## src/rtl/regfile_wb_arbiter_pkg.sv

```systemverilog
// Shared types and constants for the register-file write-back arbiter.
package regfile_pkg;

  localparam int XLEN = 32;
  localparam int NREG = 32;
  localparam int RW   = $clog2(NREG);

  localparam logic [RW-1:0] REG_ZERO = 5'd0;

  // One write-back request as presented by a producer.
  typedef struct packed {
    logic            valid;
    logic [RW-1:0]   rd;
    logic [XLEN-1:0] data;
  } wb_req_t;

  // Which requester won the most recent transfer.
  typedef enum logic {
    RR_ALU = 1'b0,
    RR_LSU = 1'b1
  } rr_sel_e;

endpackage

```

## src/rtl/regfile_wb_arbiter_if.sv

```systemverilog
// Bus bundle between the ALU/LSU/decode producers and the write-back arbiter.
interface regfile_wb_if;
  import regfile_pkg::*;

  logic            alu_valid;
  logic [RW-1:0]   alu_rd;
  logic [XLEN-1:0] alu_data;
  logic            alu_ready;

  logic            lsu_valid;
  logic [RW-1:0]   lsu_rd;
  logic [XLEN-1:0] lsu_data;
  logic            lsu_ready;

  logic            iss_valid;
  logic [RW-1:0]   iss_rd;

  logic            rf_we;
  logic [RW-1:0]   rf_wa;
  logic [XLEN-1:0] rf_wdata;
  logic [NREG-1:0] busy;

  // Producer / decode / register-file side.
  modport master (
    output alu_valid, alu_rd, alu_data,
    output lsu_valid, lsu_rd, lsu_data,
    output iss_valid, iss_rd,
    input  alu_ready, lsu_ready,
    input  rf_we, rf_wa, rf_wdata, busy
  );

  // Arbiter side.
  modport slave (
    input  alu_valid, alu_rd, alu_data,
    input  lsu_valid, lsu_rd, lsu_data,
    input  iss_valid, iss_rd,
    output alu_ready, lsu_ready,
    output rf_we, rf_wa, rf_wdata, busy
  );

endinterface

```

## src/rtl/regfile_wb_arbiter_rr_arb2.sv

```systemverilog
// Two-way round-robin arbiter; bit 0 is the ALU, bit 1 the LSU.
module rr_arb2
  import regfile_pkg::*;
(
  input  logic       clk,
  input  logic       rst,
  input  logic [1:0] req_i,
  output logic [1:0] grant_o
);

  rr_sel_e rr_last_q;

  // Grant the lone requester, or on a tie the one that did not win last.
  // Nothing is granted while reset is held.
  always_comb begin
    grant_o = 2'b00;
    if (rst) begin
      case (req_i)
        2'b01:   grant_o = 2'b01;
        2'b10:   grant_o = 2'b10;
        2'b11:   grant_o = (rr_last_q == RR_LSU) ? 2'b01 : 2'b10;
        default: grant_o = 2'b00;
      endcase
    end
  end

  // Remember the winner of every transfer; reset favours the ALU next.
  always_ff @(posedge clk or negedge rst) begin
    if (!rst) begin
      rr_last_q <= RR_LSU;
    end else if (grant_o[0]) begin
      rr_last_q <= RR_ALU;
    end else if (grant_o[1]) begin
      rr_last_q <= RR_LSU;
    end
  end

endmodule

```

## src/rtl/regfile_wb_arbiter.sv

```systemverilog
// Write-back arbiter: picks ALU or LSU result for the single regfile write
// port, registers the port, drops x0 writes and tracks pending destinations.
module regfile_wb_arbiter
  import regfile_pkg::*;
(
  input  logic         clk,
  input  logic         rst,
  regfile_wb_if.slave  wb
);

  wb_req_t         alu_req;
  wb_req_t         lsu_req;
  logic [1:0]      grant;
  logic            xfer;
  logic [RW-1:0]   win_rd;
  logic [XLEN-1:0] win_data;
  logic            rf_we_d;

  logic            rf_we_q;
  logic [RW-1:0]   rf_wa_q;
  logic [XLEN-1:0] rf_wdata_q;
  logic [NREG-1:0] busy_vec;

  assign alu_req = {wb.alu_valid, wb.alu_rd, wb.alu_data};
  assign lsu_req = {wb.lsu_valid, wb.lsu_rd, wb.lsu_data};

  rr_arb2 u_arb (
    .clk     (clk),
    .rst     (rst),
    .req_i   ({lsu_req.valid, alu_req.valid}),
    .grant_o (grant)
  );

  assign wb.alu_ready = grant[0];
  assign wb.lsu_ready = grant[1];

  // Grant is only ever given to a valid requester, so any grant is a transfer.
  assign xfer     = |grant;
  assign win_rd   = grant[1] ? lsu_req.rd   : alu_req.rd;
  assign win_data = grant[1] ? lsu_req.data : alu_req.data;

  // x0 transfers are consumed but never reach the register file.
  assign rf_we_d = xfer && (win_rd != REG_ZERO);

  // Registered write port; address/data hold when no write happens.
  always_ff @(posedge clk or negedge rst) begin
    if (!rst) begin
      rf_we_q    <= 1'b0;
      rf_wa_q    <= '0;
      rf_wdata_q <= '0;
    end else begin
      rf_we_q <= rf_we_d;
      if (rf_we_d) begin
        rf_wa_q    <= win_rd;
        rf_wdata_q <= win_data;
      end
    end
  end

  assign busy_vec[0] = 1'b0;

  // One busy flop per architectural register except x0.
  generate
    for (genvar gi = 1; gi < NREG; gi++) begin : g_busy
      logic set_d;
      logic clr_d;
      logic busy_q;

      assign set_d = wb.iss_valid && (wb.iss_rd == RW'(gi));
      assign clr_d = xfer && (win_rd == RW'(gi));

      // A new issue beats a completing write: a younger producer is in flight.
      always_ff @(posedge clk or negedge rst) begin
        if (!rst) begin
          busy_q <= 1'b0;
        end else if (set_d) begin
          busy_q <= 1'b1;
        end else if (clr_d) begin
          busy_q <= 1'b0;
        end
      end

      assign busy_vec[gi] = busy_q;
    end
  endgenerate

  assign wb.rf_we    = rf_we_q;
  assign wb.rf_wa    = rf_wa_q;
  assign wb.rf_wdata = rf_wdata_q;
  assign wb.busy     = busy_vec;

endmodule

```

## src/flat_wrapper.sv

```systemverilog
// flat-port wrapper written by rule: the top's interface ports become plain ports
module regfile_wb_arbiter_flat import regfile_pkg::*;
  (clk, rst, wb_alu_valid, wb_alu_rd, wb_alu_data, wb_lsu_valid, wb_lsu_rd, wb_lsu_data, wb_iss_valid, wb_iss_rd, wb_alu_ready, wb_lsu_ready, wb_rf_we, wb_rf_wa, wb_rf_wdata, wb_busy);
  regfile_wb_if wb_i ();
  input  logic clk;
  input  logic rst;
  input wire logic [$bits(wb_i.alu_valid)-1:0] wb_alu_valid;
  input wire logic [$bits(wb_i.alu_rd)-1:0] wb_alu_rd;
  input wire logic [$bits(wb_i.alu_data)-1:0] wb_alu_data;
  input wire logic [$bits(wb_i.lsu_valid)-1:0] wb_lsu_valid;
  input wire logic [$bits(wb_i.lsu_rd)-1:0] wb_lsu_rd;
  input wire logic [$bits(wb_i.lsu_data)-1:0] wb_lsu_data;
  input wire logic [$bits(wb_i.iss_valid)-1:0] wb_iss_valid;
  input wire logic [$bits(wb_i.iss_rd)-1:0] wb_iss_rd;
  output wire logic [$bits(wb_i.alu_ready)-1:0] wb_alu_ready;
  output wire logic [$bits(wb_i.lsu_ready)-1:0] wb_lsu_ready;
  output wire logic [$bits(wb_i.rf_we)-1:0] wb_rf_we;
  output wire logic [$bits(wb_i.rf_wa)-1:0] wb_rf_wa;
  output wire logic [$bits(wb_i.rf_wdata)-1:0] wb_rf_wdata;
  output wire logic [$bits(wb_i.busy)-1:0] wb_busy;
  assign wb_i.alu_valid = wb_alu_valid;
  assign wb_i.alu_rd = wb_alu_rd;
  assign wb_i.alu_data = wb_alu_data;
  assign wb_i.lsu_valid = wb_lsu_valid;
  assign wb_i.lsu_rd = wb_lsu_rd;
  assign wb_i.lsu_data = wb_lsu_data;
  assign wb_i.iss_valid = wb_iss_valid;
  assign wb_i.iss_rd = wb_iss_rd;
  assign wb_alu_ready = wb_i.alu_ready;
  assign wb_lsu_ready = wb_i.lsu_ready;
  assign wb_rf_we = wb_i.rf_we;
  assign wb_rf_wa = wb_i.rf_wa;
  assign wb_rf_wdata = wb_i.rf_wdata;
  assign wb_busy = wb_i.busy;
  regfile_wb_arbiter u_core (.clk(clk), .rst(rst), .wb(wb_i));
endmodule
```

## config.mk

```make
export PLATFORM = sky130hd
export DESIGN_NAME = regfile_wb_arbiter_flat
export DESIGN_NICKNAME = d
export VERILOG_FILES = /design/src/rtl/regfile_wb_arbiter_pkg.sv /design/src/rtl/regfile_wb_arbiter_if.sv /design/src/rtl/regfile_wb_arbiter_rr_arb2.sv /design/src/rtl/regfile_wb_arbiter.sv /design/src/flat_wrapper.sv
export SDC_FILE = /design/constraint.sdc
export NUM_CORES = 1
export LEC_CHECK = 0
export ABC_CLOCK_PERIOD_IN_PS = 2500
export CAP_MARGIN = 20
export CELL_PAD_IN_SITES_DETAIL_PLACEMENT = 1
export CELL_PAD_IN_SITES_GLOBAL_PLACEMENT = 1
export CORE_MARGIN = 2
export CORE_UTILIZATION = 33
export DETAILED_ROUTE_END_ITERATION = 8
export PLACE_DENSITY = 0.83
export SETUP_SLACK_MARGIN = 0.02
export SKIP_LAST_GASP = 1
export SYNTH_ARGS = -nofsm -noshare
export SYNTH_HDL_FRONTEND = slang
export SYNTH_SLANG_ARGS = --single-unit
```

## constraint.sdc

```tcl
create_clock -name clk -period 2.5 [get_ports clk]
set_input_delay 0.5 -clock clk [delete_from_list [all_inputs] [get_ports clk]]
set_output_delay 0.5 -clock clk [all_outputs]
set_load 0.1 [all_outputs]
```

Word-level counts from Yosys, hierarchy flattened
Index checks and enable logic that the tools add are counted.

cells by class
  equality and inequality tests = 65
  multiplexer cells = 69
  reductions and logical operators = 97

operators with widths
  kind                                            number
  == test 5 bit (second input constant)           32
  == test 5 x 4 -> 1 bit (second input constant)  16
  2-to-1 mux 1 bit                                64
  nonzero test 2 bit                              32
  logical AND 1 bit                               63
  == test 5 x 3 -> 1 bit (second input constant)  8
  2-to-1 mux 32 bit                               1
  == test 5 x 2 -> 1 bit (second input constant)  4
  == test 5 x 1 -> 1 bit (second input constant)  2
  case mux 2 bit (3 select lines)                 1
  2-to-1 mux 5 bit                                1
  nonzero test 5 bit                              1
  == test 2 bit (second input constant)           2
  2-to-1 mux 2 bit                                2
  == test 2 x 1 -> 1 bit (second input constant)  1
  OR reduction 2 bit                              1

word-level totals
  flip-flop bits (word level) = 70
  logic and storage cells = 266

Logic depth before layout (Yosys ltp)
Gate-level depths: netlist (run 1).

  word-level depth = 8
  gate-level depth with buffers = 7

Cells and area by module
A second synthesis (run 1) with hierarchy kept.

unflattened totals
  cell total of the unflattened synthesis = 366
  area, all modules = 3818.7 um^2

modules (own cells, without submodules)
  module              instances  cells each  area each (um^2)  sequential area each (um^2)
  regfile_wb_arbiter  1          358         3756.1            1726.7
  rr_arb2             1          8           62.6              26.3

Worst setup path before layout (run 1)
Ideal clock, no wire load.

  kind = input port to output port
  start point = input port rst
  end point = output port wb_alu_ready
  arrival time = 3.076 ns
  required time = 2.000 ns
  path slack = -1.076 ns
  stages on the path = 4
  path through = buf_2 -> inv_1 -> clkbuf_1 -> nor3_1

on the way
  cells in the longest elaborated chain, start to end = 1

ends and longest elaborated chain
  what                line                              text
  start: declaration  flat_wrapper.sv:6                 input logic rst;
  2-to-1 mux 2 bit    regfile_wb_arbiter_rr_arb2.sv:17  if (rst) begin
  end: declaration    flat_wrapper.sv:15                output wire logic [$bits(wb_i.alu_ready)-1:0] wb_alu_ready;

Every way passes these cells.

Final worst setup path (run 1)
  start point = input port wb_alu_valid
  end point = register u_core.g_busy[4].busy_q

on the way
  cells in the longest elaborated chain, start to end = 7
  elaborated cells on any way between the ends = 10

ends and longest elaborated chain
  what                                                     line                              text
  start: declaration                                       flat_wrapper.sv:7                 input wire logic [$bits(wb_i.alu_valid)-1:0] wb_alu_valid;
  == test 2 bit or == test 2 x 1 -> 1 bit (tied branches)  regfile_wb_arbiter_rr_arb2.sv:18  case (req_i)
  case mux 2 bit (3 select lines) *                        regfile_wb_arbiter_rr_arb2.sv:18
  2-to-1 mux 2 bit *                                       regfile_wb_arbiter_rr_arb2.sv:17
  2-to-1 mux 5 bit                                         regfile_wb_arbiter.sv:39          assign win_rd = grant[1] ? lsu_req.rd : alu_req.rd;
  == test 5 x 3 -> 1 bit                                   regfile_wb_arbiter.sv:70          assign clr_d = xfer && (win_rd == RW'(gi));
  logical AND 1 bit *                                      regfile_wb_arbiter.sv:70
  nonzero test 2 bit (no source line) *                    n/a
  end signal: assignment                                   regfile_wb_arbiter.sv:75          busy_q <= 1'b0;
  end signal: assignment                                   regfile_wb_arbiter.sv:77          busy_q <= 1'b1;
  end signal: assignment                                   regfile_wb_arbiter.sv:79          busy_q <= 1'b0;
  end: declaration                                         regfile_wb_arbiter.sv:67          logic busy_q;

Mark *: on every way between the ends. The rest lies on a longest branch, timed or not.
A chain may end at the register's enable or synchronous reset.

==> results.json, run 1 <==
{
  "endpoint_kind": "flip-flop",
  "worst_ep_arrival_time_ns": 2.47,
  "cts_resized": 0,
  "fin_skew_ns": 0.00605,
  "yosysTopAreaCell": "dfrtp_1",
  "critPathLaunchType": "primary input",
  "drt-pass1-iter-count": 4,
  "post-cts-setup-buffer-count": 0,
  "io_buffers": 154,
  "post-place-ws_ns": -0.0732,
  "yosysUniqueCellTypes": 42,
  "synthesis.area_um2": 4150,
  "io_pins": 156,
  "synth-edff-count": 0,
  "setup-violations-final": 0,
  "gr-total-overflow": 0,
  "dieArea_um2": 13500,
  "hold_path_class": "primary input to asynchronous set/reset pin",
  "clk_path_buf_depth": 2,
  "hpwlAfterDp_mm": 10.2,
  "syn_avg_cell_area_um2": 11.6,
  "status": "finished clean",
  "cts.sinks": 70,
  "fp.coreArea_um2": 12200,
  "root_buffer": "clkbuf_16",
  "ff2ff_setup_slack_ns": 0.41,
  "leakage_uw": 0.00260,
  "hold_viol": 0,
  "n_antenna_cell": 0,
  "rows": 40,
  "setup_ws_ns": 0.247,
  "gp_congestion": 0.865,
  "track_usage_pct": 20.0,
  "drc": 0,
  "cts_buffers": 9,
  "grt_pass1_wl_mm": 20.6,
  "yosysSeqAreaShare_pct": 42.3,
  "ys_async_sr_fraction_pct": 100,
  "drt_iter0_drc": 95,
  "crit_type": "primary input to flip-flop",
  "syn_nets": 443,
  "nFillCells": 1302,
  "grt_setup_unrepaired": "no",
  "wl_per_cell_um": 18.8,
  "fin_crit_ns": 2.25,
  "nets": 594,
  "vias": 3433,
  "worst_slew_pin_slew_ns": 0.873,
  "finalCritPeriodShare_pct": 90.1,
  "vias_per_cell": 5.03,
  "start_util_pct": 34.1,
  "ir_worst_vdd_mv": 0.439,
  "syn2layout_area_growth_pct": 45.7,
  "die_w_um": 116,
  "synth_area_leaders": "dfrtp_1, mux2_2, mux2_4, buf_4, a211oi_1",
  "path_max_fanout": 31,
  "design_area_um2": 6040,
  "yosysTopAreaCellShare_pct": 41.6,
  "drt.antenna.violating_nets": 0,
  "dieHeight_um": 116,
  "report.final.slew_viol_count": 0,
  "grt_pass1_vias": 3862,
  "required_ns": 2.72,
  "grt_max_degree": 38,
  "routed_wl_mm": 12.8,
  "max_cap_viol_count": 0,
  "drive_gt1_share_pct": 39.0,
  "synth_seq_cells": 70,
  "cts_tree": "done",
  "rr_worst_depth": 6,
  "reg2reg_from": "u_core.u_arb.rr_last_q",
  "hold_buffers": 0,
  "power_density_nw_per_um2": 1000,
  "htreeDepth": 3,
  "r2r_end": "u_core.g_busy[4].busy_q",
  "max_freq_mhz": 444,
  "clkTransAtPathRegs_ns": 0.06,
  "antenna_found_initial": 0,
  "clkLatencyLatePin_ns": 0.33,
  "netlist_instances": 359,
  "place_area_um2": 5730,
  "synth_top_flop_cell": "dfrtp_1",
  "relSlewSlack_pct": 41.8,
  "yosysWarnings": 0
}
-- cells by family (layout without fill, tap and decap cells) --
family | after synthesis | after routing | share of synthesized area, %
buffers and inverters | 70 | 226 | 9.92
other | 1 | 1 | 0.0904
AOI/OAI and AO/OA | 90 | 90 | 17.7
and+or+nand+nor | 56 | 56 | 7.84
muxes | 72 | 72 | 22.2
DFF | 70 | 70 | 42.3
-- worst max path at each step --
stage / endpoint / slack (ns) / start / cells past startpoint
2_1_floorplan: wb_lsu_ready / 0.1 / wb_alu_valid / 5
3_3_place_gp: u_core.g_busy[4].busy_q / -0.03 / wb_alu_valid / 7
3_5_place_dp: u_core.g_busy[4].busy_q / -0.07 / wb_alu_valid / 7
4_1_cts: wb_alu_ready / 0.26 / wb_alu_valid / 5
5_1_grt: u_core.g_busy[4].busy_q / 0.12 / wb_alu_valid / 7
6_report: u_core.g_busy[4].busy_q / 0.25 / wb_alu_valid / 7
-- worst max-delay path, stage by stage --
cell and delay [ns]:
clkdlybuf4s50_1 0.57, a21boi_4 0.12, buf_12 0.18, a2111oi_0 0.55, buf_4 0.21, o211ai_1 0.12
a22o_1 0.21
-- layout by cell type (no fill, tap or decap), types with 8 or more instances in the layout --
master           synthesis  final
dfrtp_1                 69     69
clkbuf_16                0      9
nand2b_1                 8      8
buf_4                   32    103
mux2_4                  29     29
a211o_1                 13     13
a211oi_1                16     16
inv_1                   20     20
o22ai_1                 10     10
clkdlybuf4s50_1          0     82
o211ai_1                11     11
mux2_2                  43     43
nand4_1                 11     11
-- power breakdown --
group / internal, uW / switching [uW]
Combinational: 791 / 2340
Clock: 902 / 471
Sequential: 1390 / 168
-- metrics by stage --
stage	setup TNS (ns)	utilization [%]	cells	hold slack (ns)	power, uW
3_3_place_gp	-0.0265	47.1	667	0.478	4670
6_report	0	49.7	683	0.177	6060
3_5_place_dp	-1.11	47.1	667	0.485	4720
4_1_cts	0	49.7	683	0.162	6120
2_1_floorplan	0	-	359	0.204	4100
5_1_grt	0	49.7	683	0.175	6270
-- synthesized netlist by cell type (8+ instances only) --
cell and n:
mux2_2 43, mux2_4 29, nand4_1 11, a211o_1 13
nand2b_1 8, inv_1 20, a211oi_1 16, o211ai_1 11
o22ai_1 10, dfrtp_1 69, clkbuf_1 8, buf_4 32
-- layout make-up --
class	count	area, um2	share of cell area, %
tap	168	210	3.48
sequential	70	1750	29.0
inverter	20	75.1	1.24
clock buffer	13	250	4.14
multi-input combinational	219	1990	33.0
timing repair buffer	190	1690	28.0
clock inverter	3	67.6	1.12
-- per-layer routing --
metal  track usage (%)  vias up  routed length (um)
met5                 0        -                   0
met4              6.75        0                 175
met3              5.66       16                 948
met2              35.0      137                6400
met1              23.7     1658                5320
li1                  -     1622                   -
-- sequential cells by signal (all words and copies together), names as in the netlist --
signal and cells:
u_core.wb.rf_wa 5, u_core.wb.rf_wdata 32, u_core.wb.rf_we 1, u_core.g_busy.busy_q 31, u_core.u_arb.rr_last_q 1
No activity file was read; power rests on OpenSTA's default activity.
==> run 2, diff against run 1 <==
Settings changed: MAX_ROUTING_LAYER set to met4.
==> run 2 against run 1 <==
  * Cell count rose by 0.44%
  * First-iteration DRC count rose by 61%
  * Setup slack improved by 0.016 ns
  * Clock skew fell by 0.00059 ns
  * Cell area rose by 0.37%
  * Sequential share of layout area fell by 0.11 points
  * Worst hold slack improved by 0.098 ns
  * Power rose by 0.67%
  * Utilization rose by 0.19 points
  * Die area did not move
  * Largest cell class unchanged
==> results.json, run 2 (same netlist as run 1, synthesis figures left out) <==
{
  "grt_pass1_wl_mm": 20.5,
  "cts_resized": 0,
  "multi_input_area_um2": 1990,
  "track_usage_pct": 20.5,
  "power_density_nw_per_um2": 1010,
  "max_cap_viol_count": 0,
  "slowest_delay_ns": 0.57,
  "required_ns": 2.00,
  "fp.coreArea_um2": 12200,
  "hold_viol": 0,
  "cts_buffers": 9,
  "startpoint": "wb_alu_valid",
  "report.final.slew_viol_count": 0,
  "gr-total-overflow": 0,
  "hpwlAfterDp_mm": 10.3,
  "drive_gt1_share_pct": 40.0,
  "cp_slowest_cell": "clkdlybuf4s50_1",
  "wl_per_cell_um": 18.9,
  "leakage_uw": 0.00263,
  "largest_reg_flops": 32,
  "cts.sinks": 70,
  "relSlewSlack_pct": 34.6,
  "final_common_cell": "buf_4",
  "endpoint_kind": "primary output",
  "fin_skew_ns": 0.00545,
  "rows": 40,
  "drc": 0,
  "critPathLaunchType": "primary input",
  "root_buffer": "clkbuf_16",
  "hold_buffers": 0,
  "reg2reg_from": "u_core.u_arb.rr_last_q",
  "antenna_found_initial": 0,
  "drt.antenna.violating_nets": 0,
  "drt-pass1-iter-count": 4,
  "clkTransAtPathRegs_ns": 0.06,
  "hold_path_class": "primary input to asynchronous set/reset pin",
  "clk_path_buf_depth": 2,
  "io_pins": 156,
  "fin_crit_ns": 2.24,
  "area.sequential_um2": 1750,
  "nets": 597,
  "cts_tree": "done",
  "crit_type": "primary input to primary output",
  "syn2layout_area_growth_pct": 46.3,
  "ir_worst_vdd_mv": 0.665,
  "post-place-ws_ns": -0.0657,
  "htreeDepth": 3,
  "worst_ep_arrival_time_ns": 1.74,
  "whs_ns": 0.275,
  "grt_setup_unrepaired": "no",
  "path_max_fanout": 4,
  "dieArea_um2": 13500,
  "routed_wl_mm": 13.0,
  "die_w_um": 116,
  "path_cells": "clkdlybuf4s50_1, buf_4, inv_1, nor3_4, buf_12",
  "vias": 3487,
  "dieHeight_um": 116,
  "setup_ws_ns": 0.262,
  "post-cts-setup-buffer-count": 0,
  "status": "finished clean",
  "start_util_pct": 34.1,
  "gp_congestion": 0.878,
  "n_antenna_cell": 0,
  "clkLatencyLatePin_ns": 0.33,
  "grt_max_degree": 38,
  "finalCritPeriodShare_pct": 89.5,
  "max_freq_mhz": 447,
  "worst_slew_pin_slew_ns": 0.981,
  "nFillCells": 1299,
  "setup_tns_ns": 0,
  "io_buffers": 154,
  "grt_pass1_vias": 3831,
  "setup-violations-final": 0,
  "drt_iter0_drc": 153,
  "mostFrequentLayoutCells": "buf_4, clkdlybuf4s50_1, dfrtp_1",
  "vias_per_cell": 5.08
}
run 2: cell types whose count changed in the layout (fill, tap and decap cells not counted), sizes merged:
| cell | before | now |
|---|---|---|
| buf | 108 | 111 |
| clkbuf | 13 | 10 |
| clkinv | 0 | 2 |
| inv | 20 | 22 |
| clkinvlp | 1 | 0 |
run 2: worst max-delay path: cells and delay by family:
kind | cells | cell delay (ns)
buf+inv | 4 | 1.01
simple gates | 1 | 0.23
run 2: cell type report:
class                           instances  share of cell area [%]
Tap cell                              168                    3.46
Clock inverter                          6                    1.51
Timing Repair Buffer                  193                    28.1
Clock buffer                           10                    3.94
Inverter                               20                    1.24
Multi-Input combinational cell        219                    32.9
Sequential cell                        70                    28.9
run 2: power by group:
part	leakage (uW)	switching, uW	total (uW)	internal [uW]
clock	0.000163	492	1400	907
sequential	0.000805	170	1560	1390
combinational	0.00166	2350	3140	795
total	0.00263	3010	6100	3090
run 2: worst paths after layout:
path                                                 end  slack [ns]  cells after the start
worst max-delay path                        wb_alu_ready        0.26                      5
worst min-delay path              u_core.u_arb.rr_last_q        0.27                      1
worst max register to register   u_core.g_busy[6].busy_q        0.44                      5
worst min register to register  u_core.g_busy[13].busy_q        0.50                      1
max in group asynchronous         u_core.wb.rf_wdata[17]        1.75                      2
min in group clk                u_core.g_busy[13].busy_q        0.50                      1
run 2: through the flow:
step,instances,util [%],area [um2],total power (uW)
5_1_grt,686,49.9,6070,6310
6_report,686,49.9,6070,6100
3_5_place_dp,670,47.2,5740,4730
4_1_cts,686,49.9,6070,6150
2_1_floorplan,359,-,4160,4100
3_3_place_gp,670,47.2,5740,4670
run 2: per-layer routing:
| metal | GRT usage [%] | up-vias | wire length, um |
|---|---|---|---|
| li1 | - | 1626 | - |
| met1 | 24.4 | 1704 | 5410 |
| met2 | 34.5 | 143 | 6500 |
| met3 | 5.24 | 14 | 870 |
| met4 | 6.11 | 0 | 184 |
| met5 | - | - | 0 |
